`config.mk`:
```
export PLATFORM = sky130hd
export DESIGN_NAME = sdram_arbiter
export DESIGN_NICKNAME = d
export VERILOG_FILES = /design/src/rtl/sdram_arbiter.sv
export SDC_FILE = /design/constraint.sdc
export NUM_CORES = 1
export LEC_CHECK = 0
export CAP_MARGIN = 20
export CORE_MARGIN = 2
export CORE_UTILIZATION = 28
export CTS_CLUSTER_DIAMETER = 60
export CTS_CLUSTER_SIZE = 20
export DETAILED_ROUTE_END_ITERATION = 10
export GPL_ROUTABILITY_DRIVEN = 0
export PLACE_DENSITY_LB_ADDON = 0.05
export SYNTH_ARGS = -nofsm -noshare
export SYNTH_HDL_FRONTEND = slang
export SYNTH_SLANG_ARGS = --single-unit
```
`constraint.sdc`:
```
create_clock -name clk -period 2.4 [get_ports clk]
set_input_delay 0.6 -clock clk [delete_from_list [all_inputs] [get_ports clk]]
set_output_delay 0.6 -clock clk [all_outputs]
set_load 0.005 [all_outputs]
```
`src/rtl/sdram_arbiter.sv`:
```
// sdram_arbiter: two-port arbiter sharing one 16-bit SDRAM Avalon-MM slave.
// Build option SDRAM_ARB_RR_EN: round-robin tie-break; undefined: port 0 wins every tie.
// Ports: clk, reset (async, active-low); p0_*/p1_* requester commands and responses
// (port 0 geometry fetch, port 1 framebuffer writeback); sdram_* slave command and
// response; rd_orphan sticky flag for a returned beat with no pending read.
module sdram_arbiter #(
    parameter int MAX_PENDING = 4
) (
    input  logic        clk,
    input  logic        reset,
    input  logic        p0_read,
    input  logic        p0_write,
    input  logic [24:0] p0_address,
    input  logic [1:0]  p0_byteenable,
    input  logic [15:0] p0_writedata,
    output logic        p0_waitrequest,
    output logic [15:0] p0_readdata,
    output logic        p0_readdatavalid,
    input  logic        p1_read,
    input  logic        p1_write,
    input  logic [24:0] p1_address,
    input  logic [1:0]  p1_byteenable,
    input  logic [15:0] p1_writedata,
    output logic        p1_waitrequest,
    output logic [15:0] p1_readdata,
    output logic        p1_readdatavalid,
    output logic [24:0] sdram_address,
    output logic [1:0]  sdram_byteenable,
    output logic [15:0] sdram_writedata,
    output logic        sdram_read,
    output logic        sdram_write,
    output logic        sdram_chipselect,
    input  logic [15:0] sdram_readdata,
    input  logic        sdram_waitrequest,
    input  logic        sdram_readdatavalid,
    output logic        rd_orphan
);
    localparam int PW = $clog2(MAX_PENDING);
    localparam int CW = PW + 1;
    localparam logic [CW-1:0] FULL_CNT = CW'(MAX_PENDING);

    typedef enum logic {IDLE, HOLD} state_t;

    state_t        state, state_next;
    logic          owner, last_grant, winner, active, tie_pick;
    logic          c0, c1, full, sel_write, accept, push, pop, head;
    logic          fifo [MAX_PENDING];
    logic [PW-1:0] rd_ptr, wr_ptr;
    logic [CW-1:0] count;

    // A full owner FIFO only masks reads; writes still compete.
    assign full = count == FULL_CNT;
    assign c0   = p0_write | (p0_read & ~full);
    assign c1   = p1_write | (p1_read & ~full);

`ifdef SDRAM_ARB_RR_EN
    assign tie_pick = ~last_grant;
`else
    // last_grant is still tracked, but a tie always goes to port 0.
    assign tie_pick = last_grant & 1'b0;
`endif

    // HOLD pins the grant to owner until the stalled command is accepted.
    // Reset gates the command so outputs idle regardless of requester inputs.
    always_comb begin
        winner     = owner;
        active     = 1'b0;
        state_next = IDLE;
        if (state == IDLE)
            winner = (c0 & c1) ? tie_pick : c1;
        active = reset & ((state == HOLD) | c0 | c1);
        if (active & sdram_waitrequest)
            state_next = HOLD;
    end

    // Read+write on one port is treated as a write.
    assign sel_write        = winner ? p1_write : p0_write;
    assign sdram_chipselect = active;
    assign sdram_write      = active & sel_write;
    assign sdram_read       = active & ~sel_write;
    assign sdram_address    = active ? (winner ? p1_address : p0_address) : '0;
    assign sdram_byteenable = active ? (winner ? p1_byteenable : p0_byteenable) : '0;
    assign sdram_writedata  = active ? (winner ? p1_writedata : p0_writedata) : '0;

    assign accept         = active & ~sdram_waitrequest;
    assign push           = accept & ~sel_write;
    assign pop            = reset & sdram_readdatavalid & (count != '0);
    assign head           = fifo[rd_ptr];
    assign p0_waitrequest = ~(accept & ~winner);
    assign p1_waitrequest = ~(accept & winner);

    assign p0_readdata      = sdram_readdata;
    assign p1_readdata      = sdram_readdata;
    assign p0_readdatavalid = pop & ~head;
    assign p1_readdatavalid = pop & head;

    always_ff @(posedge clk or negedge reset) begin
        if (!reset) begin
            state      <= IDLE;
            owner      <= 1'b0;
            last_grant <= 1'b1;
            rd_ptr     <= '0;
            wr_ptr     <= '0;
            count      <= '0;
            rd_orphan  <= 1'b0;
        end else begin
            state <= state_next;
            if (active)
                owner <= winner;
            if (accept)
                last_grant <= winner;
            if (push)
                wr_ptr <= wr_ptr + 1'b1;
            if (pop)
                rd_ptr <= rd_ptr + 1'b1;
            count <= count + CW'(push) - CW'(pop);
            if (sdram_readdatavalid && count == '0)
                rd_orphan <= 1'b1;
        end
    end

    // Owner storage needs no reset: count and pointers define which entries are live.
    always_ff @(posedge clk) begin
        if (push)
            fifo[wr_ptr] <= winner;
    end
endmodule

```
; Word level (Yosys, flattened, before mapping)
; Memories as Yosys holds them, arrays and structs flattened.
; Index checks and enable logic that the tools add are counted.
[totals]
reg_bits = 10
ramBits = 4
output_inout_bits = 83
word_cells = 53
memories = 1
[op_classes]
add_sub_neg = 4
n_eq_ne = 1
muxes = 12
bitwise_logic = 26
reduce_logical = 3
[mem_list]
columns = name, words, width, read_ports, rd_clocked_by_memory_dff, write_ports, line
row1 = fifo, 4, 1, 1, 0, 1, 47  ; logic fifo [MAX_PENDING];
[ops]
columns = cell, count
row1 = 25-bit two-way mux, 2
row2 = 16-bit two-way mux, 2
row3 = 1-bit AND, 15
row4 = 1-bit inverter, 7
row5 = 1-bit two-way mux, 6
row6 = "2-bit by 1-bit adder with 2-bit output, second input constant", 2
row7 = 2-bit two-way mux, 2
row8 = 1-bit OR, 4
row9 = 3-bit by 1-bit adder with 3-bit output, 1
row10 = "3-bit == test, second input constant", 1
row11 = 3-bit zero test, 1
row12 = 3-bit nonzero test, 1
row13 = 3-bit by 1-bit subtractor with 3-bit output, 1
row14 = 1-bit logical AND, 1

; Longest topological paths before layout
; Gate-level depths: netlist of run 1.
[depth]
ltp_word = 12
depth_mapped = 10

; Worst setup path before layout of run 1
; No wires, ideal clock.
[synth_path]
path_type = input -> output
start = input p0_write
end = output sdram_writedata[10]
arrival_ns = 1.757
required_ns = 1.800
setup_slack_ns = 0.043
path_stages = 6
path_buffers = 2
cell_sequence = or3_1 a22o_1 buf_2 buf_1 nand4_1 o21ai_2
[synth_between]
word_cells_on_any_way = 9
[synth_rtl]
columns = item, line
row1 = from (decl), 12  ; input logic p0_write,
row2 = 1-bit OR, 53  ; assign c0 = p0_write | (p0_read & ~full);
row3 = 1-bit OR (2 in series), 71  ; active = reset & ((state == HOLD) | c0 | c1);
row4 = 1-bit AND, 71
row5 = net sdram_chipselect, 32  ; output logic sdram_chipselect,
row6 = 16-bit two-way mux, 83  ; assign sdram_writedata = active ? (winner ? p1_writedata : p0_writedata) : '0;
row7 = to (decl), 29  ; output logic [15:0] sdram_writedata,
; The timed path passes the listed nets, and every way through them passes these cells.

; Final worst setup path of run 1
[layout_path]
start = register count[1]
end = output sdram_writedata[12]
[layout_between]
elab_chain_cells = 9
word_cells_on_any_way = 14
[layout_lines]
columns = item, line
row1 = from (decl), 49  ; logic [CW-1:0] count;
row2 = from (signal assigned), 116  ; count <= count + CW'(push) - CW'(pop);
row3 = 3-bit == test (*), 52  ; assign full = count == FULL_CNT;
row4 = 1-bit inverter (*), "53, 54"
row5 = "1-bit AND, on equally long branches", "53, 54"
row6 = "1-bit OR, on equally long branches", "53, 54"
row7 = 1-bit AND, 70  ; winner = (c0 & c1) ? tie_pick : c1;
row8 = 1-bit two-way mux, 70
row9 = 1-bit two-way mux, 69  ; if (state == IDLE)
row10 = 16-bit two-way mux, 83
row11 = 16-bit two-way mux (*), 83
; Every way passes the cells marked *; elsewhere a longest branch is shown, timed or not.

==> results of run 1 <==
through the flow:
step	power (mW)	hold WS, ns	TNS [ns]	worst slack (ns)	util, %
floorplan	1.19	0.304	0	0.0429	-
detailed placement	1.97	0.465	-41.25	-0.800	50.4
global placement	1.97	0.463	-41.74	-0.810	50.4
finish	2.83	0.430	-14.18	-0.399	61.9
global route	3.02	0.433	-17.25	-0.461	61.9
CTS	2.77	0.436	-14.11	-0.386	61.0
worst min-delay path: stages:
cell                    delay [ns]
sky130_fd_sc_hd__buf_2        0.12
sky130_fd_sc_hd__buf_6        0.11
sky130_fd_sc_hd__buf_4        0.18
cell type report:
cell class	instances	area, um2
clock buffer	3	41.3
sequential	14	370
timing repair buffer	215	2310
tap	96	120
multi-input combinational	175	1340
clock inverter	1	3.75
inverter	9	50.0
fill	604	2600
path summary, 6_finish.rpt:
check,endpoint,slack (ns),cells past startpoint
max in group asynchronous,count[1]$_DFF_PN0_,1.83,3
setup reg to reg,count[2]$_DFF_PN0_,-0.08,12
setup / recovery,sdram_writedata[12],-0.40,9
min in group clk,rd_orphan$_DFFE_PN0P_,0.48,1
hold / removal,rd_ptr[1]$_DFFE_PN0P_,0.43,3
hold reg to reg,rd_orphan$_DFFE_PN0P_,0.48,1
state kept, by name (all words and copies together), names as in the netlist:
| register | count |
|---|---|
| wr_ptr | 2 |
| rd_ptr | 2 |
| rd_orphan | 1 |
| owner | 1 |
| fifo | 4 |
| count | 3 |
| state | 1 |
what timing repair did:
action,CTS,global route
setup buffers,24,7
setup endpoints to repair,57,51
gates cloned,18,3
gates resized for setup,288,25
pin swaps,71,32
hold buffers,0,0
Yosys cell counts, types with 6 or more instances:
| cell type | n |
|---|---|
| sky130_fd_sc_hd__and2_1 | 6 |
| sky130_fd_sc_hd__buf_4 | 32 |
| sky130_fd_sc_hd__clkbuf_1 | 9 |
| sky130_fd_sc_hd__dfrtp_1 | 10 |
| sky130_fd_sc_hd__ha_1 | 6 |
| sky130_fd_sc_hd__inv_1 | 8 |
| sky130_fd_sc_hd__nand2_1 | 47 |
| sky130_fd_sc_hd__nand4_1 | 43 |
| sky130_fd_sc_hd__o21ai_2 | 38 |
power breakdown:
| group | switching, mW | internal (mW) |
|---|---|---|
| combinational | 0.932 | 1.30 |
| sequential | 0.0642 | 0.335 |
| clock | 0.0807 | 0.113 |
routing by layer:
layer | vias to the layer above | wire [um] | GRT usage [%]
met5 | - | 0 | 0
met4 | 0 | 141 | 6.20
met3 | 15 | 651 | 4.62
met2 | 124 | 4510 | 38.5
met1 | 1155 | 3740 | 28.5
li1 | 1200 | - | -
cells by family (layout without fill, tap and decap cells):
logic type               Yosys count  count (layout)  synth area share [%]
AND/OR/NAND/NOR                  108             108                  29.3
buffers and inverters             64             228                  20.5
AO/OA/AOI/OAI                     52              52                  22.1
flip-flops                        14              14                  18.7
adder cells (fa/ha/maj)            7               7                  4.80
XOR/XNOR                           5               5                  2.21
multiplexers                       3               3                  2.28
==> impl_metrics.sql, run 1 <==
INSERT INTO impl_metrics (metric_group, metric, value, unit) VALUES
('status', 'status', 'finished with violations', ''),
('status', 'violations', 'negative setup slack', ''),
('drt', 'dr_total_vias', '2494', ''),
('placement', 'detailed_placement_wirelength_estimate', '5.11', 'mm'),
('yosys', 'synth.yosys.seq_area_share', '18.7', '%'),
('drt', 'detail_route.wirelength', '9.04', 'mm'),
('yosys', 'syn_nets', '370', ''),
('yosys', 'ys_ff_latch', '14', ''),
('clock_network', 'htree_levels', '1', ''),
('floorplanning', 'boundaryPins', '193', ''),
('timing', 'drv_slew', '0', ''),
('critical_path', 'worstSetupEndpointType', 'output port', ''),
('final_layout', 'antennaDiodeCount', '0', ''),
('placement', 'buffers_added_on_ports', '144', ''),
('final_layout', 'final_non_filler_cell_area', '0.00423', 'mm2'),
('timing', 'timing_worst_slew_pin_value', '0.266', 'ns'),
('timing', 'final.setup_skew', '0.000687', 'ns'),
('timing', 'rsz_0062_raised_after_global_routing', 'yes', ''),
('timing', 'setup_viol_count_final', '49', ''),
('drt', 'vias_per_cell', '4.86', ''),
('critical_path', 'crit_path_cell_trace', 'or3b_4 > a221o_1 > buf_6 > nand2_8 > inv_16 > buf_8 > buf_16 > o21ai_2 > buf_2', ''),
('critical_path', 'critical_path_buf_inv_count', '5', ''),
('run', 'drv.max_cap_violation_count', '0', ''),
('final_layout', 'nNetsFinal', '535', ''),
('critical_path', 'crit_arrival', '2.20', 'ns'),
('yosys', 'postSynthCellCount', '253', ''),
('drt', 'number_of_violations_reported_at_the_end_of_detailed_routing_iteration_0', '73', ''),
('timing', 'timing.final.hold_violations', '0', ''),
('critical_path', 'critical-path-top-delay-family', 'buffers and inverters', ''),
('timing', 'slew_headroom', '82.2', '%'),
('critical_path', 'cp_slowest_stage_delay', '0.41', 'ns'),
('clock_network', 'largest_buffer_count_on_any_clock_path', '2', ''),
('critical_path', 'timing.critical_path.from', 'count[1]$_DFF_PN0_', ''),
('critical_path', 'worstSetupStartpointType', 'flip-flop', ''),
('timing', 'timing.fmax', '0.357', 'GHz'),
('power_and_ir_drop', 'p_leak', '1.88', 'nW'),
('drt', 'detail_route.first_pass.iterations', '4', ''),
('drt', 'detail_route.wl_per_cell', '17.6', 'um'),
('timing', 'final_period_minus_worst_setup_slack', '2.80', 'ns'),
('floorplanning', 'height_of_the_die', '88.1', 'um'),
('yosys', 'synth_enable_flop_cells', '4', ''),
('global_routing', 'grt_pass1_wl', '13.3', 'mm'),
('timing', 'finalWorstSetupSlack', '-0.399', 'ns'),
('yosys', 'yosysTopAreaCell', 'sky130_fd_sc_hd__o21ai_2', ''),
('critical_path', 'critical_path.reg2reg.startpoint', 'count[1]$_DFF_PN0_', ''),
('yosys', 'synth_top_area_share', '16.8', '%'),
('global_routing', 'grt_pass1_vias', '2567', ''),
('floorplanning', 'initial_core_util', '29.0', '%'),
('global_routing', 'grt_start_max_net_pins', '23', ''),
('timing', 'part_of_the_cycle_the_worst_path_needs', '117', '%'),
('global_routing', 'global_route.usage.total', '22.4', '%'),
('final_layout', 'area.growth.synth_to_final', '114', '%'),
('clock_network', 'worstSkewPairLatency', '0.24', 'ns'),
('critical_path', 'path_type_of_the_worst_setup_path', 'flip-flop to output port', ''),
('clock_network', 'tritoncts', 'built', ''),
('critical_path', 'cp.required', '1.80', 'ns'),
('yosys', 'synth.cell_area', '0.00198', 'mm2'),
('floorplanning', 'die-width', '88.1', 'um'),
('yosys', 'syn-mean-instance-area', '7.82', 'um2'),
('critical_path', 'critPathSlowestCell', 'sky130_fd_sc_hd__or3b_4', ''),
('floorplanning', 'die_area', '0.00776', 'mm2'),
('clock_network', 'clk_transition_reported_paths', '0.06', 'ns'),
('drt', 'route.antenna.remaining_nets', '0', ''),
('placement', 'numPlacedInstances', '464', ''),
('placement', 'placement.cell_area', '0.00344', 'mm2'),
('global_routing', 'global_route.overflow_total', '0', ''),
('floorplanning', 'core_footprint', '0.00683', 'mm2'),
('final_layout', 'mostFrequentLayoutCell', 'sky130_fd_sc_hd__clkdlybuf4s50_1', ''),
('global_routing', 'grt_antenna_before_repair', '0', ''),
('power_and_ir_drop', 'max-vdd-ir-drop', '0.000264', 'V'),
('floorplanning', 'fp-row-count', '30', '');
Power figures use the tool's default switching activity.
==> run 2: changes to the inputs <==
--- a/config.mk
+++ b/config.mk
@@ -7,11 +7,12 @@
 export LEC_CHECK = 0
 export CAP_MARGIN = 20
 export CORE_MARGIN = 2
-export CORE_UTILIZATION = 28
+export CORE_UTILIZATION = 31
 export CTS_CLUSTER_DIAMETER = 60
 export CTS_CLUSTER_SIZE = 20
 export DETAILED_ROUTE_END_ITERATION = 10
 export GPL_ROUTABILITY_DRIVEN = 0
+export MAX_ROUTING_LAYER = met4
 export PLACE_DENSITY_LB_ADDON = 0.05
 export SYNTH_ARGS = -nofsm -noshare
 export SYNTH_HDL_FRONTEND = slang
==> constraint.sdc (replaced) <==
create_clock -name clk -period 2.8 [get_ports clk]
set_input_delay 0.7 -clock clk [delete_from_list [all_inputs] [get_ports clk]]
set_output_delay 0.7 -clock clk [all_outputs]
set_load 0.005 [all_outputs]
==> impl_metrics.sql, run 2 (same netlist as run 1, synthesis figures left out) <==
INSERT INTO impl_metrics (metric_group, metric, value, unit) VALUES
('global_routing', 'global_route.usage.total', '20.5', '%'),
('timing', 'fin_setup_tns', '-0.263', 'ns'),
('final_layout', 'mostFrequentLayoutCells', 'sky130_fd_sc_hd__clkdlybuf4s50_1 (91), sky130_fd_sc_hd__nand4_1 (43), sky130_fd_sc_hd__nand2_1 (41), sky130_fd_sc_hd__o21ai_2 (41), sky130_fd_sc_hd__buf_2 (37)', ''),
('floorplanning', 'fp-row-count', '29', ''),
('global_routing', 'grt_pass1_vias', '2372', ''),
('final_layout', 'final_non_filler_cell_area', '0.00376', 'mm2'),
('clock_network', 'holdBufCountCts', '0', ''),
('final_layout', 'registers.top_by_ff_count', 'fifo', ''),
('final_layout', 'final_layout_size_suffix_gt1_share', '41.9', '%'),
('drt', 'detail_route.wl_per_cell', '16.2', 'um'),
('clock_network', 'worstSkewPairLatency', '0.24', 'ns'),
('power_and_ir_drop', 'powerDensity', '546', 'mW/mm2'),
('timing', 'timing_worst_slew_pin_value', '0.314', 'ns'),
('critical_path', 'cp_max_fo', '7', ''),
('power_and_ir_drop', 'power.sequential.fraction', '16.6', '%'),
('final_layout', 'largest_register_ff_count', '4', ''),
('critical_path', 'worstSetupEndpointType', 'output port', ''),
('power_and_ir_drop', 'p_sw_share', '38.1', '%'),
('placement', 'buffers_added_on_ports', '144', ''),
('critical_path', 'timing.critical_path.from', 'p1_write', ''),
('global_routing', 'global_route.overflow_total', '0', ''),
('min_path', 'hold_class', 'flip-flop to flip-flop', ''),
('placement', 'placement.cell_area', '0.00341', 'mm2'),
('power_and_ir_drop', 'share_clk_of_total_power', '8.0', '%'),
('drt', 'drc', '0', ''),
('placement', 'detailed_placement_wirelength_estimate', '5.05', 'mm'),
('timing', 'slew_headroom', '79.1', '%'),
('timing', 'part_of_the_cycle_the_worst_path_needs', '101', '%'),
('clock_network', 'cts_root_buf', 'sky130_fd_sc_hd__clkbuf_8', ''),
('clock_network', 'clk_transition_reported_paths', '0.05', 'ns'),
('floorplanning', 'die-width', '83.9', 'um'),
('status', 'violations', 'negative setup slack', ''),
('drt', 'dr_total_vias', '2390', ''),
('drt', 'number_of_violations_reported_at_the_end_of_detailed_routing_iteration_0', '85', ''),
('final_layout', 'post_layout_util', '60.0', '%'),
('run', 'drv.max_cap_violation_count', '0', ''),
('power_and_ir_drop', 'net_switching_power_of_the_design', '0.783', 'mW'),
('clock_network', 'tritoncts', 'built', ''),
('timing', 'rsz_0062_raised_after_global_routing', 'yes', ''),
('timing', 'timing.final.hold_violations', '0', ''),
('drt', 'route.antenna.remaining_nets', '0', ''),
('floorplanning', 'boundaryPins', '193', ''),
('critical_path', 'path_type_of_the_worst_setup_path', 'input pin to output port', ''),
('clock_network', 'htree_levels', '1', ''),
('final_layout', 'reg.largest.list', 'fifo x4, count x3', ''),
('critical_path', 'critPathSlowestCell', 'sky130_fd_sc_hd__or3_4', ''),
('status', 'status', 'finished with violations', ''),
('min_path', 'min-delay-start', 'rd_orphan$_DFFE_PN0P_', ''),
('critical_path', 'worstSetupStartpointType', 'input pin', ''),
('final_layout', 'area.growth.synth_to_final', '90.1', '%'),
('timing', 'whs', '0.482', 'ns'),
('critical_path', 'cp.required', '2.10', 'ns'),
('power_and_ir_drop', 'max-vdd-ir-drop', '0.000236', 'V'),
('timing', 'final.setup_skew', '0.00306', 'ns'),
('timing', 'timing.fmax', '0.353', 'GHz'),
('global_routing', 'grt_pass1_wl', '11.5', 'mm'),
('timing', 'setup_viol_count_final', '13', ''),
('power_and_ir_drop', 'p_leak', '1.67', 'nW'),
('floorplanning', 'core_footprint', '0.00628', 'mm2'),
('floorplanning', 'height_of_the_die', '83.9', 'um'),
('final_layout', 'nNetsFinal', '517', ''),
('clock_network', 'largest_buffer_count_on_any_clock_path', '2', ''),
('clock_network', 'cts_sinks', '14', ''),
('placement', 'detailedPlace.worstSlack', '-0.701', 'ns'),
('final_layout', 'mostFrequentLayoutCell', 'sky130_fd_sc_hd__clkdlybuf4s50_1', ''),
('drt', 'vias_per_cell', '5.02', ''),
('floorplanning', 'die_area', '0.00704', 'mm2'),
('drt', 'detail_route.first_pass.iterations', '4', ''),
('timing', 'final_period_minus_worst_setup_slack', '2.83', 'ns'),
('drt', 'detail_route.wirelength', '7.69', 'mm'),
('global_routing', 'grt_start_max_net_pins', '30', ''),
('floorplanning', 'initial_core_util', '31.5', '%'),
('final_layout', 'antennaDiodeCount', '0', ''),
('timing', 'drv_slew', '0', ''),
('global_routing', 'grt_antenna_before_repair', '0', ''),
('critical_path', 'critical_path.reg2reg.startpoint', 'count[2]$_DFF_PN0_', ''),
('critical_path', 'cp_slowest_stage_delay', '0.39', 'ns'),
('power_and_ir_drop', 'p_comb_share', '75.4', '%'),
('timing', 'finalWorstSetupSlack', '-0.0333', 'ns'),
('critical_path', 'ff2ff_setup_slack', '0.21', 'ns'),
('final_layout', 'final.fill_count', '557', ''),
('critical_path', 'crit_arrival', '2.13', 'ns'),
('critical_path', 'crit_path_cell_trace', 'buf_2 > or3_4 > a22o_4 > buf_6 > clkbuf_16 > nand4_1 > o21ai_2 > clkbuf_2', ''),
('power_and_ir_drop', 'intPower', '1.27', 'mW'),
('clock_network', 'tritoncts_buffers', '3', '');
-- run 2: cell types whose count changed in the layout (fill, tap and decap cells not counted), moves of 3 or more --
cell,previous run,this run
sky130_fd_sc_hd__buf_6,24,6
sky130_fd_sc_hd__clkbuf_2,0,13
sky130_fd_sc_hd__buf_16,16,4
sky130_fd_sc_hd__buf_2,47,37
sky130_fd_sc_hd__nand2_1,33,41
sky130_fd_sc_hd__nand2_2,13,5
sky130_fd_sc_hd__buf_12,7,14
sky130_fd_sc_hd__clkdlybuf4s50_1,88,91
-- run 2: final timing paths --
check,to,cells past startpoint
min in group asynchronous,rd_ptr[1]$_DFFE_PN0P_,2
hold reg to reg,rd_orphan$_DFFE_PN0P_,1
setup / recovery,sdram_writedata[15],8
hold / removal,rd_orphan$_DFFE_PN0P_,1
max in group asynchronous,rd_orphan$_DFFE_PN0P_,2
setup reg to reg,count[2]$_DFF_PN0_,12
-- run 2: layer usage --
metal	track usage (%)	part of all wire (%)	vias up
met5	-	0	-
met4	6.16	2.7	0
met3	3.17	5.7	25
met2	34.5	49	103
met1	25.3	42	1102
li1	-	-	1160
-- run 2: what timing repair did --
action                                  in CTS  in global routing
setup buffers                               17                  7
cloned                                       7                  4
pin swaps                                   31                 51
endpoints found under the setup margin      51                 48
gates resized for setup                    193                 57
-- run 2: final cells by class --
class	count	area, um2	area share, %
clock buffer	3	41.3	1.10
inverter	9	41.3	1.10
timing repair buffer	197	1960	52.0
multi-input combinational	175	1250	33.3
clock inverter	1	3.75	0.0997
tap	77	96.3	2.56
sequential	14	370	9.84
-- run 2: power by group through the flow --
stage               Sequential [mW]  Combinational [mW]  Clock, mW
floorplan                     0.341               0.680          0
global placement              0.341                1.33          0
detailed placement            0.343                1.34          0
CTS                           0.340                1.54      0.172
global route                  0.349                1.68      0.184
finish                        0.341                1.55      0.165
-- run 2: through the flow --
step / std cells / total power [mW]
3_3_place_gp: 446 / 1.67
5_1_grt: 476 / 2.21
4_1_cts: 474 / 2.05
6_report: 476 / 2.06
2_1_floorplan: 253 / 1.02
3_5_place_dp: 446 / 1.68
-- run 2: worst max-delay path: cells and delay by family --
family / cells / cell delay, ns
and+or+nand+nor: 2 / 0.49
AOI/OAI and AO/OA: 2 / 0.40
buffers and inverters: 4 / 0.54
==> run 3: changes to the inputs <==
--- a/config.mk
+++ b/config.mk
@@ -14,6 +14,7 @@
 export GPL_ROUTABILITY_DRIVEN = 0
 export MAX_ROUTING_LAYER = met4
 export PLACE_DENSITY_LB_ADDON = 0.05
+export SETUP_SLACK_MARGIN = 0.2
 export SYNTH_ARGS = -nofsm -noshare
 export SYNTH_HDL_FRONTEND = slang
 export SYNTH_SLANG_ARGS = --single-unit
==> impl_metrics.sql, run 3 (same netlist as run 1, synthesis figures left out) <==
INSERT INTO impl_metrics (metric_group, metric, value, unit) VALUES
('power_and_ir_drop', 'p_leak', '1.77', 'nW'),
('drt', 'dr_total_vias', '2465', ''),
('power_and_ir_drop', 'powerDensity', '553', 'mW/mm2'),
('final_layout', 'mostFrequentLayoutCell', 'sky130_fd_sc_hd__clkdlybuf4s50_1', ''),
('floorplanning', 'die_area', '0.00704', 'mm2'),
('critical_path', 'worstSetupStartpointType', 'flip-flop', ''),
('critical_path', 'cp.required', '2.10', 'ns'),
('min_path', 'hold_class', 'input pin to asynchronous set/reset pin', ''),
('clock_network', 'worstSkewPairLatency', '0.24', 'ns'),
('clock_network', 'cts_root_buf', 'sky130_fd_sc_hd__clkbuf_8', ''),
('critical_path', 'critical-path-top-delay-family', 'simple AND/OR/NAND/NOR gates', ''),
('critical_path', 'ff2ff_setup_slack', '0.29', 'ns'),
('floorplanning', 'core_footprint', '0.00628', 'mm2'),
('status', 'status', 'finished with violations', ''),
('drt', 'detail_route.first_pass.iterations', '4', ''),
('timing', 'finalWorstSetupSlack', '-0.0867', 'ns'),
('critical_path', 'worstSetupEndpointType', 'output port', ''),
('timing', 'timing.final.hold_violations', '0', ''),
('final_layout', 'antennaDiodeCount', '0', ''),
('floorplanning', 'die-width', '83.9', 'um'),
('floorplanning', 'initial_core_util', '31.5', '%'),
('final_layout', 'nNetsFinal', '528', ''),
('status', 'violations', 'negative setup slack', ''),
('critical_path', 'worst_r2r_endpoint', 'count[2]$_DFF_PN0_', ''),
('placement', 'detailedPlace.worstSlack', '-0.701', 'ns'),
('timing', 'part_of_the_cycle_the_worst_path_needs', '103', '%'),
('timing', 'timing_worst_slew_pin_value', '0.297', 'ns'),
('final_layout', 'largest_register_ff_count', '4', ''),
('drt', 'drc', '0', ''),
('drt', 'route.antenna.remaining_nets', '0', ''),
('placement', 'detailed_placement_wirelength_estimate', '5.05', 'mm'),
('clock_network', 'holdBufCountCts', '0', ''),
('critical_path', 'cp_max_fo', '7', ''),
('global_routing', 'global_route.usage.total', '21.7', '%'),
('critical_path', 'critical_path_buf_inv_count', '5', ''),
('floorplanning', 'fp-row-count', '29', ''),
('critical_path', 'crit_arrival', '2.19', 'ns'),
('power_and_ir_drop', 'max-vdd-ir-drop', '0.000291', 'V'),
('floorplanning', 'height_of_the_die', '83.9', 'um'),
('critical_path', 'path_type_of_the_worst_setup_path', 'flip-flop to output port', ''),
('placement', 'numPlacedInstances', '446', ''),
('drt', 'detail_route.wl_per_cell', '16.3', 'um'),
('clock_network', 'htree_levels', '1', ''),
('final_layout', 'final_layout_size_suffix_gt1_share', '44.9', '%'),
('clock_network', 'largest_buffer_count_on_any_clock_path', '2', ''),
('global_routing', 'grt_antenna_before_repair', '0', ''),
('drt', 'number_of_violations_reported_at_the_end_of_detailed_routing_iteration_0', '75', ''),
('timing', 'drv_slew', '0', ''),
('timing', 'setup_viol_count_final', '31', ''),
('drt', 'detail_route.wirelength', '7.96', 'mm'),
('run', 'drv.max_cap_violation_count', '0', ''),
('final_layout', 'area.growth.synth_to_final', '99.9', '%'),
('final_layout', 'final-instance-count-excl-fill', '487', ''),
('placement', 'buffers_added_on_ports', '144', ''),
('global_routing', 'grt_pass1_vias', '2468', ''),
('global_routing', 'grt_start_max_net_pins', '30', ''),
('clock_network', 'cts_sinks', '14', ''),
('critical_path', 'critPathSlowestCell', 'sky130_fd_sc_hd__or3b_4', ''),
('final_layout', 'registers.top_by_ff_count', 'fifo', ''),
('critical_path', 'critical_path.reg2reg.startpoint', 'count[2]$_DFF_PN0_', ''),
('clock_network', 'tritoncts', 'built', ''),
('clock_network', 'tritoncts_buffers', '3', ''),
('timing', 'timing.fmax', '0.346', 'GHz'),
('final_layout', 'reg.largest.list', 'fifo x4, count x3', ''),
('timing', 'rsz_0062_raised_after_global_routing', 'yes', ''),
('floorplanning', 'boundaryPins', '193', ''),
('drt', 'vias_per_cell', '5.06', ''),
('timing', 'slew_headroom', '80.2', '%'),
('power_and_ir_drop', 'fin_total_pwr', '2.19', 'mW'),
('critical_path', 'cp_slowest_stage_delay', '0.41', 'ns'),
('critical_path', 'worst_r2r_path_depth', '12', ''),
('global_routing', 'grt_pass1_wl', '12.2', 'mm'),
('timing', 'whs', '0.416', 'ns'),
('final_layout', 'mostFrequentLayoutCells', 'sky130_fd_sc_hd__clkdlybuf4s50_1 (89), sky130_fd_sc_hd__nand4_1 (43), sky130_fd_sc_hd__nand2_1 (42), sky130_fd_sc_hd__o21ai_2 (41), sky130_fd_sc_hd__buf_2 (34)', ''),
('critical_path', 'crit_path_cell_trace', 'or3b_4 > a221o_1 > nand2_4 > inv_8 > buf_12 > buf_16 > buf_8 > o21ai_2 > buf_2', ''),
('timing', 'final.setup_skew', '0.00332', 'ns'),
('clock_network', 'clk_transition_reported_paths', '0.06', 'ns'),
('timing', 'final_period_minus_worst_setup_slack', '2.89', 'ns'),
('global_routing', 'global_route.overflow_total', '0', '');
## run 3: cell count changes in the layout (fill, tap and decap cells not counted), sizes merged
cell / before / now
buf: 86 / 96
clkbuf: 20 / 22
clkdlybuf4s50: 91 / 89
a22o: 1 / 2
clkdlybuf4s15: 1 / 0
dlygate4sd2: 2 / 3
## run 3: worst max-delay path by stage
stage               cells after the start               start  slack, ns             endpoint
global route                            9  count[1]$_DFF_PN0_      -0.18    sdram_address[13]
finish                                  9  count[1]$_DFF_PN0_      -0.09    sdram_address[13]
floorplan                               6            p0_write       0.24  sdram_writedata[10]
global placement                        7            p0_write      -0.73  sdram_writedata[14]
CTS                                     8  count[1]$_DFF_PN0_      -0.16   sdram_writedata[1]
detailed placement                      7            p0_write      -0.70  sdram_writedata[14]
## run 3: metal layers
metal / vias to the layer above / wire [um] / track usage (%) / part of all wire [%]
met5: - / 0 / - / 0
met4: 0 / 235 / 6.01 / 3.0
met1: 1144 / 3300 / 27.0 / 41
met2: 103 / 3930 / 36.9 / 49
li1: 1189 / - / - / -
met3: 29 / 495 / 3.17 / 6.2
## run 3: timing repair
| item | CTS | global route |
|---|---|---|
| buffers inserted | 22 | 2 |
| gates resized for setup | 221 | 46 |
| pin swaps | 43 | 41 |
| endpoints found under the setup margin | 52 | 48 |
| gates cloned | 9 | 4 |
## run 3: cell type report
type	instances	area [um2]
clock buffers	3	41.3
clock inverters	1	3.75
fillers	545	2320
inverters	9	41.3
multi-input cells	176	1290
flip-flops and latches	14	370
well taps	77	96.3
repair buffers	207	2110
## run 3: where the power goes
group / switching [mW] / internal (mW)
combinational: 0.701 / 0.981
sequential: 0.0534 / 0.287
clock: 0.0677 / 0.0969
## run 3: through the flow
stage	util [%]	setup TNS (ns)	instance area, um2
2_1_floorplan	-	0	1980
3_3_place_gp	54.4	-29.73	3410
3_5_place_dp	54.4	-29.83	3410
4_1_cts	61.8	-3.90	3880
5_1_grt	63.0	-4.14	3960
6_report	63.0	-1.07	3960
